--- config.mk ---
export PLATFORM = sky130hd
export DESIGN_NAME = midi_uart_rx
export DESIGN_NICKNAME = d
export VERILOG_FILES = /design/src/rtl/midi_pkg.sv /design/src/rtl/baud_tick_gen.sv /design/src/rtl/midi_uart_rx.sv
export SDC_FILE = /design/constraint.sdc
export NUM_CORES = 1
export LEC_CHECK = 0
export CAP_MARGIN = 25
export CORE_MARGIN = 1.5
export CORE_UTILIZATION = 38
export DETAILED_ROUTE_END_ITERATION = 12
export MAX_ROUTING_LAYER = met4
export PLACE_DENSITY_LB_ADDON = 0.08
export SYNTH_ARGS = -nofsm -noshare
export SYNTH_HDL_FRONTEND = slang
export SYNTH_HIERARCHICAL = 1
export SYNTH_SLANG_ARGS = --single-unit
--- constraint.sdc ---
create_clock -name clk -period 2.7 [get_ports clk]
set_input_delay 0.81 -clock clk [delete_from_list [all_inputs] [get_ports clk]]
set_output_delay 0.81 -clock clk [all_outputs]
set_load 0.01 [all_outputs]
--- src/rtl/midi_pkg.sv ---
// Shared MIDI receive-path definitions: line rate, receiver FSM states, status-byte mask.
// Also holds the 2-of-3 vote used when MIDI_RX_MAJORITY_EN is defined.
package midi_pkg;

   localparam int         MIDI_BAUD        = 31_250;
   localparam logic [7:0] MIDI_STATUS_MASK = 8'h80;

   typedef enum logic [2:0] {IDLE, START, DATA, STOP, WAIT_HIGH} rx_state_t;

   function automatic logic maj3(input logic a, input logic b, input logic c);
      return (a & b) | (a & c) | (b & c);
   endfunction

endpackage

--- src/rtl/baud_tick_gen.sv ---
// Oversample tick generator: one-cycle tick every CLK_FREQ_HZ/(BAUD*OVERSAMPLE) clocks.
// restart reloads the divider so the tick phase lines up with an external event.
module baud_tick_gen #(
   parameter int CLK_FREQ_HZ = 50_000_000,
   parameter int BAUD        = 31_250,
   parameter int OVERSAMPLE  = 16
) (
   input  logic clk,
   input  logic reset,
   input  logic restart,
   output logic tick
);

   localparam int TICK_DIV = CLK_FREQ_HZ / (BAUD * OVERSAMPLE);
   localparam int CW       = (TICK_DIV > 1) ? $clog2(TICK_DIV) : 1;

   logic [CW-1:0] cnt;

   always_ff @(posedge clk or negedge reset) begin
      if (!reset)
         cnt <= '0;
      else if (restart || cnt == '0)
         cnt <= CW'(TICK_DIV - 1);
      else
         cnt <= cnt - 1'b1;
   end

   // First tick after a restart lands exactly TICK_DIV clocks later.
   assign tick = (cnt == '0) && !restart;

endmodule

--- src/rtl/midi_uart_rx.sv ---
// MIDI 8N1 UART receiver: emits a one-cycle ready strobe with MIDIbyte per good frame.
// Define MIDI_RX_MAJORITY_EN for 2-of-3 voting around each bit centre.
module midi_uart_rx
   import midi_pkg::*;
#(
   parameter int CLK_FREQ_HZ = 50_000_000,
   parameter int BAUD        = MIDI_BAUD,
   parameter int OVERSAMPLE  = 16
) (
   input  logic       clk,
   input  logic       reset,
   input  logic       rx,
   output logic       ready,
   output logic [7:0] MIDIbyte,
   output logic       framing_error
);

   localparam int TW = $clog2(OVERSAMPLE);
   localparam logic [TW-1:0] BIT_DEC = TW'(OVERSAMPLE - 1);
`ifdef MIDI_RX_MAJORITY_EN
   localparam logic [TW-1:0] START_DEC = TW'(OVERSAMPLE / 2);
`else
   localparam logic [TW-1:0] START_DEC = TW'(OVERSAMPLE / 2 - 1);
`endif

   logic [1:0]    sync;
   logic          rx_s, tick, restart, smp;
   rx_state_t     state, state_n;
   logic [TW-1:0] tick_cnt, tick_cnt_n;
   logic [2:0]    bit_cnt, bit_cnt_n;
   logic [7:0]    shreg, shreg_n, byte_n;
   logic          ready_n, fe_n;

   always_ff @(posedge clk or negedge reset) begin
      if (!reset) sync <= 2'b11;
      else        sync <= {sync[0], rx};
   end
   assign rx_s = sync[1];

   baud_tick_gen #(
      .CLK_FREQ_HZ (CLK_FREQ_HZ),
      .BAUD        (BAUD),
      .OVERSAMPLE  (OVERSAMPLE)
   ) u_tick (
      .clk     (clk),
      .reset   (reset),
      .restart (restart),
      .tick    (tick)
   );

`ifdef MIDI_RX_MAJORITY_EN
   // Last two tick samples; with the current one they cover centre-1..centre+1.
   logic [1:0] hist;
   always_ff @(posedge clk or negedge reset) begin
      if (!reset)    hist <= 2'b11;
      else if (tick) hist <= {hist[0], rx_s};
   end
   assign smp = maj3(hist[1], hist[0], rx_s);
`else
   assign smp = rx_s;
`endif

   always_ff @(posedge clk or negedge reset) begin
      if (!reset) begin
         state         <= IDLE;
         tick_cnt      <= '0;
         bit_cnt       <= '0;
         shreg         <= '0;
         MIDIbyte      <= '0;
         ready         <= 1'b0;
         framing_error <= 1'b0;
      end else begin
         state         <= state_n;
         tick_cnt      <= tick_cnt_n;
         bit_cnt       <= bit_cnt_n;
         shreg         <= shreg_n;
         MIDIbyte      <= byte_n;
         ready         <= ready_n;
         framing_error <= fe_n;
      end
   end

   always_comb begin
      state_n    = state;
      tick_cnt_n = tick_cnt;
      bit_cnt_n  = bit_cnt;
      shreg_n    = shreg;
      byte_n     = MIDIbyte;
      ready_n    = 1'b0;
      fe_n       = 1'b0;
      restart    = 1'b0;
      case (state)
         IDLE: if (!rx_s) begin
            state_n    = START;
            tick_cnt_n = '0;
            restart    = 1'b1;
         end
         START: if (tick) begin
            if (tick_cnt == START_DEC) begin
               if (!smp) begin
                  state_n    = DATA;
                  tick_cnt_n = '0;
                  bit_cnt_n  = '0;
               end else begin
                  state_n = IDLE;
               end
            end else begin
               tick_cnt_n = tick_cnt + 1'b1;
            end
         end
         DATA: if (tick) begin
            if (tick_cnt == BIT_DEC) begin
               shreg_n    = {smp, shreg[7:1]};
               tick_cnt_n = '0;
               if (bit_cnt == 3'd7) state_n = STOP;
               else                 bit_cnt_n = bit_cnt + 1'b1;
            end else begin
               tick_cnt_n = tick_cnt + 1'b1;
            end
         end
         STOP: if (tick) begin
            if (tick_cnt == BIT_DEC) begin
               if (smp) begin
                  byte_n  = shreg;
                  ready_n = 1'b1;
                  state_n = IDLE;
               end else begin
                  fe_n    = 1'b1;
                  state_n = WAIT_HIGH;
               end
            end else begin
               tick_cnt_n = tick_cnt + 1'b1;
            end
         end
         WAIT_HIGH: if (rx_s) state_n = IDLE;
         default: state_n = IDLE;
      endcase
   end

endmodule

## Yosys cells after proc, flatten, opt, wreduce, memory -nomap -nowiden

Cells that the tools add are included.

- Reduce and logical (&&, ||, !) cells: 12
- Multiplexer cells: 37
- Equal/unequal tests: 19
- Add/subtract/negate cells: 3

Operators by type and width:

| kind | count |
|---|---|
| 3-bit two-way mux | 16 |
| 4-bit two-way mux | 7 |
| 2-bit != test (second input constant) | 12 |
| 4-bit one-hot mux with 4 select lines | 1 |
| 3-bit one-hot mux with 5 select lines | 1 |
| 1-bit two-way mux | 9 |
| 9-bit AND reduction | 1 |
| 7-bit zero test | 1 |
| 7-bit two-way mux | 1 |
| 7-bit AND reduction | 1 |
| 7-bit by 1-bit subtractor with 7-bit output (second input constant) | 1 |
| 3-bit by 2-bit equality test with 1-bit output (second input constant) | 2 |
| 3-bit equality test (second input constant) | 2 |
| 3-bit one-hot mux with 2 select lines | 1 |
| 5-bit AND reduction | 1 |
| 4-bit by 1-bit adder with 4-bit output (second input constant) | 1 |
| 4-bit by 3-bit equality test with 1-bit output (second input constant) | 1 |
| 4-bit equality test (second input constant) | 1 |
| 4-bit AND reduction | 1 |
| 4-bit nonzero test | 1 |
| 3-bit by 1-bit adder with 3-bit output (second input constant) | 1 |
| 3-bit by 1-bit equality test with 1-bit output (second input constant) | 1 |
| 3-bit zero test | 1 |
| 3-bit AND reduction | 1 |
| 5 further kinds | 5 |

- Input bits: 3
- Register bits: 37
- Logic and storage cells: 80
- Output and inout bits: 10

## Longest topological paths before layout

Gate-level depths: netlist of the first run.

- Depth after elaboration: 6
- Depth in mapped cells: 8
- Gate-level depth less buffers: 8

## Hierarchy

Netlist of the first run, hierarchy kept.

Modules (own cells, without submodules):

| module | cells each | area each (um^2) | instances |
|---|---|---|---|
| midi_uart_rx | 112 | 1,397.6 | 1 |
| baud_tick_gen | 33 | 354.1 | 1 |

## Worst setup path before layout of the first run

OpenSTA, ideal clock, no wires.

- Path type: flip-flop to flip-flop
- Start: register u_tick.cnt[4]
- End: register tick_cnt[2]
- Stages on the path, launching flop included: 7
- Clock period less this slack: 2.518 ns
- Arrival time: 2.394 ns
- Setup slack: 0.182 ns
- Required time: 2.576 ns
- Path buffers: 0
- Cell sequence: dfrtp_1 -> nor4_2 -> nor4bb_1 -> a21oi_1 -> a211o_1 -> a31o_1 -> a211o_1

- Longest elaborated chain between the ends: 4
- Elaborated cells on any way between the ends: 6
- Those cells by class: 3 x eq/ne; 3 x reduce/logical

Ends and longest elaborated chain:

| element | RTL line | RTL |
|---|---|---|
| from (decl) | baud_tick_gen.sv:17 | `logic [CW-1:0] cnt;` |
| from (signal assigned) | baud_tick_gen.sv:23 | `cnt <= CW'(TICK_DIV - 1);` |
| from (signal assigned) | baud_tick_gen.sv:25 | `cnt <= cnt - 1'b1;` |
| 7-bit zero test (*) | baud_tick_gen.sv:29 | `assign tick = (cnt == '0) && !restart;` |
| 1-bit logical AND (*) | baud_tick_gen.sv:29 |  |
| via tick | midi_uart_rx.sv:27 | `logic rx_s, tick, restart, smp;` |
| 2-bit != test (no source line) | n/a |  |
| 5-bit AND reduction (no source line) (*) | n/a |  |
| to (signal assigned) | midi_uart_rx.sv:74 | `tick_cnt <= tick_cnt_n;` |
| to (decl) | midi_uart_rx.sv:29 | `logic [TW-1:0] tick_cnt, tick_cnt_n;` |

The timed path passes the listed nets; every way through them passes the cells marked *.
A chain may end at the register's enable or synchronous reset.

## Final worst setup path of the first run

- Start: register u_tick.cnt[4]
- End: register MIDIbyte[5]

- Longest elaborated chain between the ends: 3

Ends and longest elaborated chain:

| element | RTL line | RTL |
|---|---|---|
| 7-bit zero test | baud_tick_gen.sv:29 |  |
| 1-bit logical AND | baud_tick_gen.sv:29 |  |
| via tick | midi_uart_rx.sv:27 |  |
| 4-bit AND reduction (no source line) | n/a |  |
| to (signal assigned) | midi_uart_rx.sv:77 | `MIDIbyte <= byte_n;` |
| to (decl) | midi_uart_rx.sv:14 | `output logic [7:0] MIDIbyte,` |

The timed path passes the listed nets, and every way through them passes these cells.

==> metrics.csv, run 1 <==
metric,value,unit
status,"finished, final reports clean",
Hold Crit Class,reg2reg,
clock buffer count from CTS,5,
worst vdd ir,298,uV
H-Tree Depth,2,
Total Wirelength,3010,um
"Seq/Total Area, Yosys",53.0,%
global-route wire length before repair,5390,um
Post-synth top flop,dfrtp_1,
crit path from,u_tick/cnt[4],
PostCTS Resize Cnt,0,
Worst-Margin Slew,0.794,ns
period utilisation layout,86.3,%
crit path max fanout,9,
r2r startpoint,u_tick/cnt[4],
initial antenna violation count,0,
Reg area,928,um2
critical path capture point type,flop,
Fillers,396,
proportion of layout cells with a drive suffix above 1,28.1,%
P_leak,1.03,nW
Critical Path RT,2.87,ns
capturing point of the worst reg2reg path,MIDIbyte[5],
1st-iter DRT viols,77,
GR Overflow Total,0,
number of max-cap violations,0,
Power Dens Cells,514,nW/um2
TritonCTS clock tree,done,
largest net degree at the start of global routing,38,
flop-to-flop setup slack,0.37,ns
GPL Wtd Cong,0.847,
Syn. warnings,6,
Die W,70.9,um
hold path cells,0,
final setup fails,0,
cell row count,24,
Nets,174,
critical path class,reg2reg,
Register-to-Register Path Depth,8,
Fin. Hold Viols,0,
core area,4380,um2
fin crit period,2.33,ns
Clock Latency Late Sink,0.29,ns
Synth async-reset ratio,100,%
# diodes,0,
"EDFF count, synth",0,
Initial Util,40.0,%
Num Clock Sinks,37,
vias,1158,
area grow syn2layout,18.1,%
gr usage total,14.3,%
hold-fix buffers at CTS,0,
slowest CP cell,dfrtp_1,
number of global-route vias before repair,1169,
post-synthesis register bit count,37,
final-report max-slew violation count,0,
CP peak stage delay,0.42,ns
clk root buf,clkbuf_8,
Pre-antenna DRT Iters,4,
Max-slew headroom,47.1,%
Synth Net Count,153,
Worst Hold Path EP,sync[1],
RSZ-0062 raised after global routing,false,
clock skew,0.00751,ns
"Reg clk slew, reported paths",0.07,ns
setup repair bufs after CTS,0,
ANT nets after route,0,
footprint of the multi-input gates,768,um2
"Data arrival, critical path",2.50,ns
average wire per standard cell,13.7,um
maximum clock rate,429,MHz
Startpoint Class,flop,
Die Y,70.9,um
via/cell ratio,5.29,
port buffer count,12,
fin util,47.2,%
residual DRC count,0,
Setup TNS,0,ns
Worst Hold Launch,sync[0],
Cells after Synth,145,
Max clock buf depth,2,
I/O pins,13,
hpwl dp,2130,um
Syn Area/Cell,12.1,um2
synthesized area,1750,um2
die area,5030,um2
critical path cell sequence,nor4_2 > nor4bb_1 > buf_4 > nor2b_1 > nand4_1 > inv_1 > nand2_4 > mux2_2,
Yosys cell types,47,
==> cells by family (layout without fill, tap and decap cells) <==
group | after synthesis | in the layout | synth area share, %
AND/OR/NAND/NOR | 46 | 46 | 15.6
AO/OA/AOI/OAI | 20 | 20 | 9.22
flip-flops | 37 | 37 | 53.0
adder cells (fa/ha/maj) | 5 | 5 | 3.57
XOR/XNOR | 4 | 4 | 2.00
multiplexers | 21 | 21 | 13.5
buffers and inverters | 12 | 34 | 3.14
==> cells in the final DEF, fill, tap and decap left out, types with 3 or more instances in the layout <==
| cell | synthesis | routed |
|---|---|---|
| inv_1 | 8 | 8 |
| a21oi_1 | 3 | 3 |
| mux2_2 | 20 | 20 |
| buf_4 | 2 | 6 |
| nor2_1 | 11 | 11 |
| nand2_1 | 9 | 9 |
| ha_1 | 5 | 5 |
| a211o_1 | 3 | 3 |
| clkdlybuf4s50_1 | 0 | 11 |
| clkbuf_8 | 0 | 6 |
| dfrtp_1 | 35 | 35 |
==> report_power, final <==
part / switching [mW] / total, mW / internal [mW] / leakage [nW]
registers: 0.00258 / 0.559 / 0.557 / 0.485
logic: 0.0110 / 0.0139 / 0.00284 / 0.491
clock network: 0.190 / 0.491 / 0.301 / 0.0585
total: 0.203 / 1.06 / 0.861 / 1.03
==> flip-flops by register name, indices dropped and copies added (netlist names) <==
name and count:
tick_cnt 4, state 3, shreg 8, ready 1, MIDIbyte 8, sync 2, framing_error 1, bit_cnt 3
u_tick/cnt 7
==> area by class of cell <==
class	instances	area share (%)
clock inverter	1	1.45
timing repair buffer	18	7.74
sequential	37	44.9
inverter	8	1.45
tap	52	3.15
multi-input combinational	96	37.1
clock buffer	7	4.17
==> routing by layer <==
metal,vias up,track usage [%],part of all wire (%)
met2,21,21.7,48
met1,569,17.8,45
met5,-,-,0
met4,0,7.55,2.5
li1,560,-,-
met3,8,3.42,4.3
==> worst max-delay path: cells and delay by family, from the launching register on <==
kind                   cells  cell delay (ns)
and+or+nand+nor            5             1.16
buffers and inverters      2             0.34
DFF                        1             0.42
muxes                      1             0.29
==> Yosys cell counts (3+ instances only) <==
cell type | instances | area share, %
mux2_2 | 20 | 13
ha_1 | 5 | 3.6
a21oi_1 | 3 | 0.86
dfrtp_1 | 35 | 50
inv_1 | 8 | 1.7
nor2_1 | 11 | 2.4
a211o_1 | 3 | 1.5
nand2_1 | 9 | 1.9
==> metrics by stage <==
stage	power [mW]	setup slack, ns	hold slack (ns)	cells	area, um2
global placement	0.585	0.458	0.351	211	1950
finish	1.06	0.369	0.361	219	2070
detailed placement	0.585	0.344	0.355	211	1950
floorplan	0.572	0.182	0.345	145	1750
global route	1.11	0.145	0.364	219	2070
CTS	1.08	0.343	0.357	219	2070
==> worst max-delay path by stage <==
| stage | end | slack [ns] | depth (start not counted) |
|---|---|---|---|
| CTS | MIDIbyte[5] | 0.34 | 8 |
| floorplan | tick_cnt[2] | 0.18 | 6 |
| finish | MIDIbyte[5] | 0.37 | 8 |
| global route | MIDIbyte[5] | 0.15 | 8 |
| detailed placement | MIDIbyte[5] | 0.34 | 8 |
| global placement | tick_cnt[2] | 0.46 | 7 |
Power figures use the tool's default switching activity.
==> run 2, diff against run 1 <==
- SYNTH_HIERARCHICAL: 1 -> default
==> run 2 against run 1 <==
- the run now ends with design-rule violations left
- largest cell class unchanged
- critical path depth down 5
- sequential share of layout area up 1.2 points
- via count up 1.7%
- first-iteration DRC count down 6.5%
- fmax up 13%
- clock power down 23%
- critical path type unchanged
- register-to-register slack better by 0.26 ns
- clock skew up 0.00079 ns
- global-route usage down 0.75 points
- largest power group unchanged
- total power down 11%
- worst setup slack better by 0.26 ns
==> metrics.csv, run 2 <==
metric,value,unit,change
status,"finished, violations left",,
failing checks,design-rule violations,,
final instance area,2010,um2,-2.7%
port buffer count,12,,unchanged
number of max-cap violations,0,,unchanged
post-synthesis register bit count,37,,unchanged
TritonCTS clock tree,done,,
Nets,175,,+0.57%
Synth async-reset ratio,100,%,unchanged
largest net degree at the start of global routing,38,,unchanged
crit path max fanout,17,,+8
fin crit period,2.07,ns,-0.264 ns
Die W,71.8,um,+1.3%
vias,1178,,+1.7%
H-Tree Depth,2,,unchanged
area grow syn2layout,11.9,%,
maximum clock rate,484,MHz,+13%
cell row count,24,,unchanged
hpwl dp,2180,um,+2.2%
Worst-Margin Slew,0.821,ns,+0.0273 ns
area post-placement,1930,um2,-1.3%
hold-fix buffers at CTS,0,,unchanged
cell taking the most area after synthesis,dfrtp_1,,
Max-slew headroom,45.2,%,-1.8 points
P_leak,0.995,nW,-3.8%
Startpoint Class,flop,,
clk root buf,clkbuf_8,,
proportion of layout cells with a drive suffix above 1,20.8,%,-7.3 points
"Reg clk slew, reported paths",0.08,ns,about the same
initial antenna violation count,0,,unchanged
average wire per standard cell,14.2,um,+3.4%
Worst Hold Launch,sync[0],,
most frequent cells in the layout,"35 x dfrtp_1, 13 x nor2_1, 13 x nand2_1",,
die area,5160,um2,+2.6%
final-report max-slew violation count,0,,unchanged
top cell type's share of synthesized area,48.7,%,-1.3 points
Total Wirelength,3120,um,+3.8%
Yosys cell types,43,,-8.5%
residual DRC count,1,,+1
Syn. warnings,0,,-6
I/O pins,13,,unchanged
Die Y,71.8,um,+1.3%
Max clock buf depth,2,,unchanged
GPL Wtd Cong,0.777,,-8.3%
Setup TNS,0,ns,unchanged
GR Util met2,20.0,%,-1.7 points
Syn Area/Cell,11.6,um2,-3.9%
RSZ-0062 raised after global routing,false,,
Initial Util,40.5,%,+0.53 points
PostCTS Resize Cnt,0,,unchanged
ANT nets after route,0,,unchanged
via/cell ratio,5.35,,+1.3%
Synth Area in Compound Gates,7.65,%,-1.6 points
global-route wire length before repair,5250,um,-2.6%
Post-synth top flop,dfrtp_1,,
setup repair bufs after CTS,0,,unchanged
met3 Usage GRT,3.52,%,+0.097 points
Hold Crit Class,reg2reg,,
grt peak-use layer,met2,,
Area contributors post-synth,"dfrtp_1 49%, mux2_2 7.5%, mux2_4 5.8%, ha_1 3.5%, dfstp_2 2.9%",,
"EDFF count, synth",0,,unchanged
flop-to-flop setup slack,0.63,ns,+0.26 ns
Fin. Hold Viols,0,,unchanged
Worst Hold Path EP,sync[1],,
synthesized area,1800,um2,+2.7%
met1 Use GR,17.7,%,-0.14 points
# diodes,0,,unchanged
worst vdd ir,241,uV,-19%
Largest regs,"MIDIbyte (8), shreg (8), u_tick.cnt (7)",,
post-synthesis mux area share,14.5,%,+0.96 points
largest family of logic cells by synthesized area,simple AND/OR/NAND/NOR gates,,
hold path cells,0,,unchanged
most instantiated cells after synthesis,"35 x dfrtp_1, 13 x nand2_1, 13 x nor2_1",,
clock skew,0.00830,ns,+0.000790 ns
Power Dens Cells,471,nW/um2,-8.4%
Pre-antenna DRT Iters,8,,+4
"Seq/Total Area, Yosys",51.6,%,-1.4 points
Critical Path RT,2.87,ns,about the same
period utilisation layout,76.6,%,-9.8 points
r2r startpoint,state[2],,
Adder-Cell Fraction of Synth Area,3.48,%,-0.094 points
1st-iter DRT viols,72,,-6.5%
Clock Latency Late Sink,0.29,ns,about the same
Cells after Synth,155,,+6.9%
final setup fails,0,,unchanged
critical path capture point type,flop,,
"commonest non-fill, non-tap cell in the layout",dfrtp_1,,
top-count cell post-synth,dfrtp_1,,
"Data arrival, critical path",2.24,ns,-0.26 ns
simple-gate share of the synthesized area,15.7,%,+0.14 points
Synth Area in XOR/XNOR,2.92,%,+0.92 points
critical path class,reg2reg,,
Register-to-Register Path Depth,3,,-5
gr usage total,13.6,%,-0.75 points
number of global-route vias before repair,1142,,-2.3%
Synth Net Count,163,,+6.5%
capturing point of the worst reg2reg path,shreg[0],,
GR Overflow Total,0,,unchanged
core area,4440,um2,+1.4%
clock buffer count from CTS,5,,unchanged
Num Clock Sinks,37,,unchanged
[run 2: cell families (layout without fill, tap and decap cells)]
group,count (synthesis),count (layout)
compound gates,20,20
simple gates,53,53
flops,37,37
buf+inv,13,26
fa+ha+maj,5,5
mux,21,21
xor+xnor,6,6
[run 2: routing by layer]
layer / vias up / share of wire, % / wire (um)
li1: 569 / - / -
met1: 586 / 49 / 1540
met2: 16 / 46 / 1440
met5: - / 0 / 0
met4: 0 / 1.7 / 54
met3: 7 / 2.8 / 86
[run 2: stage by stage]
step	setup slack [ns]	power, mW	hold slack [ns]	utilization (%)	std cells
final	0.633	0.949	0.352	45.3	220
after global routing	0.567	0.995	0.367	45.3	220
after CTS	0.635	0.964	0.353	45.3	220
after detailed placement	0.648	0.585	0.349	43.4	212
after global placement	0.704	0.585	0.347	43.4	212
after floorplan	0.954	0.571	0.345	-	155
[run 2: worst max-delay path by stage]
stage | start | to | slack (ns) | cells after the start
after detailed placement | state[2] | shreg[4] | 0.65 | 3
after CTS | state[2] | shreg[0] | 0.63 | 3
after floorplan | state[2] | shreg[0] | 0.95 | 5
after global placement | state[2] | shreg[3] | 0.70 | 3
final | state[2] | shreg[0] | 0.63 | 3
after global routing | state[2] | shreg[0] | 0.57 | 3
[run 2: layout make-up]
cell class,instances,area [um2]
Clock buffer,5,68.8
Clock inverter,3,17.5
Fill cell,432,2430
Inverter,6,22.5
Multi-Input combinational cell,105,796
Sequential cell,37,928
Tap cell,52,65.1
Timing Repair Buffer,12,115
[run 2: report_power, final]
group          internal, mW  total [mW]  switching (mW)
registers             0.557       0.558         0.00181
logic               0.00271      0.0149          0.0122
clock network         0.178       0.376           0.198
[run 2: worst max-delay path, cell delays in order, from the launching register on]
cell,delay [ns]
dfrtp_1,0.56
or3b_4,0.48
or3_1,0.54
mux2_4,0.37
==> run 3, diff against run 2 <==
- clock period: 2.7 -> 1.7 ns (I/O delays scaled with it)
==> run 3 against run 2 <==
- the flow finishes with violations (negative setup slack)
- clock skew is 0.0024 ns higher
- register-to-register slack worse by 0.65 ns
- sequential share of layout area is 8.5 points lower
- worst hold slack worse by 0.092 ns
- design area is 22% higher
- total power is 59% higher
- fmax is 20% higher
- sequential cell count stayed put
- critical path type unchanged
- largest power group unchanged
- highest routed layer unchanged
==> metrics.csv, run 3 (synthesis gave the netlist of run 2 again) <==
metric,value,unit,change
"Reg clk slew, reported paths",0.08,ns,about the same
Nets,219,,+25%
TritonCTS clock tree,done,,
GPL Wtd Cong,0.820,,+5.5%
CP peak stage delay,0.49,ns,-0.07 ns
Max-slew headroom,68.7,%,+24 points
Die W,71.8,um,unchanged
Hold Crit Class,in2async,,
Largest regs,"MIDIbyte (8), shreg (8), u_tick.cnt (7)",,
critical path capture point type,flop,,
1st-iter DRT viols,45,,-38%
number of max-cap violations,0,,unchanged
final instance area,2470,um2,+22%
critical path buffer and inverter count,0,,unchanged
Total Wirelength,3820,um,+22%
Die Y,71.8,um,unchanged
critical path class,reg2reg,,
initial antenna violation count,0,,unchanged
critical path cell sequence,or3b_4 > or3_4 > mux2_4,,
period utilisation layout,101,%,+24 points
RSZ-0062 raised after global routing,true,,
proportion of layout cells with a drive suffix above 1,43.9,%,+23 points
gr usage total,16.9,%,+3.4 points
r2r startpoint,state[0],,
average wire per standard cell,14.5,um,+2.0%
largest net degree at the start of global routing,38,,unchanged
hpwl dp,2670,um,+22%
clock buffer count from CTS,5,,unchanged
GR Overflow Total,0,,unchanged
Critical Path RT,1.86,ns,-1.01 ns
Switching Share,22.0,%,-0.29 points
Startpoint Class,flop,,
Reg power frac,58.6,%,-0.2 points
final setup fails,9,,+9
I/O pins,13,,unchanged
P_sw,0.332,mW,+57%
Fin. Hold Viols,0,,unchanged
Comb pwr share,2.2,%,+0.6 points
"commonest non-fill, non-tap cell in the layout",buf_4,,
Layout Cells excl Fill,264,,+20%
"Data arrival, critical path",1.88,ns,-0.36 ns
internal power,1.18,mW,+60%
Initial Util,40.5,%,unchanged
Clk pwr share,39.2,%,-0.4 points
DP Cell Count,244,,+15%
worst vdd ir,396,uV,+64%
Crit path max-delay family,simple AND/OR/NAND/NOR gates,,
clock skew,0.0107,ns,+0.00244 ns
Max clock buf depth,2,,unchanged
vias,1354,,+15%
crit path from,state[0],,
fin util,55.5,%,+10 points
Pre-antenna DRT Iters,6,,-2
failing checks,negative setup slack,,
core area,4440,um2,unchanged
number of global-route vias before repair,1364,,+19%
crit path max fanout,8,,-9
Setup TNS,-0.0863,ns,-0.0863 ns
P_leak,1.36,nW,+36%
H-Tree Depth,2,,unchanged
clk root buf,clkbuf_8,,
maximum clock rate,583,MHz,+20%
slowest CP cell,or3_4,,
residual DRC count,0,,-1
fin crit period,1.72,ns,-0.350 ns
area post-placement,2170,um2,+13%
port buffer count,12,,unchanged
Num Clock Sinks,37,,unchanged
global-route wire length before repair,6560,um,+25%
most frequent cells in the layout,"41 x buf_4, 35 x dfrtp_1, 12 x nand2_1",,
via/cell ratio,5.13,,-4.2%
post-layout worst setup margin,-0.0167,ns,-0.650 ns
Final Power,1.51,mW,+59%
Worst-Margin Slew,0.469,ns,-0.353 ns
ANT nets after route,0,,unchanged
Clock Latency Late Sink,0.28,ns,about the same
die area,5160,um2,unchanged
status,"finished, violations left",,
cell row count,24,,unchanged
final-report max-slew violation count,0,,unchanged
area grow syn2layout,37.1,%,
Power Dens Cells,612,nW/um2,+30%
# diodes,0,,unchanged
-- run 3: worst reg2reg max path, cell delays in order, from the launching register on --
cell and delay (ns):
dfrtp_1 0.38, or3b_4 0.40, or3_4 0.49, mux2_4 0.32
-- run 3: what timing repair did --
action	4_1_cts	5_1_grt
hold buffers	0	0
gates cloned	1	0
setup buffers	6	6
setup endpoints to repair	21	31
resized for setup	16	19
pin swaps	7	15
-- run 3: metrics by stage --
stage / setup WS [ns] / hold WS, ns
final: -0.0167 / 0.260
after global routing: -0.0824 / 0.300
after CTS: -0.0297 / 0.275
after detailed placement: -0.149 / 0.348
after global placement: -0.106 / 0.346
after floorplan: -0.0460 / 0.214
-- run 3: power by group through the flow --
| stage | combinational, mW | clock, mW | sequential, mW |
|---|---|---|---|
| after detailed placement | 0.0338 | 0 | 0.902 |
| after global placement | 0.0324 | 0 | 0.902 |
| after floorplan | 0.00597 | 0 | 0.902 |
| final | 0.0330 | 0.591 | 0.885 |
| after CTS | 0.0345 | 0.607 | 0.885 |
| after global routing | 0.0386 | 0.639 | 0.885 |
-- run 3: worst paths after layout --
check	endpoint	slack [ns]	cells after the start
min reg2reg	sync[1]	0.36	0
min in group clk	sync[1]	0.36	0
max reg2reg	shreg[6]	-0.02	3
min	u_tick.cnt[6]	0.26	2
max in group asynchronous	sync[1]	1.08	2
max	shreg[6]	-0.02	3
-- run 3: layout make-up --
type,instances,area (um2)
flip-flops and latches,37,928
clock inverters,2,10.0
inverters,6,22.5
well taps,52,65.1
multi-input cells,106,902
fillers,390,1980
clock buffers,6,72.6
repair buffers,55,465
-- run 3: layer usage --
metal	GRT usage (%)	vias to the layer above	wire (um)
met1	22.0	670	1790
met4	4.40	0	17
met5	-	-	0
li1	-	664	-
met2	26.9	18	1900
met3	3.94	2	122
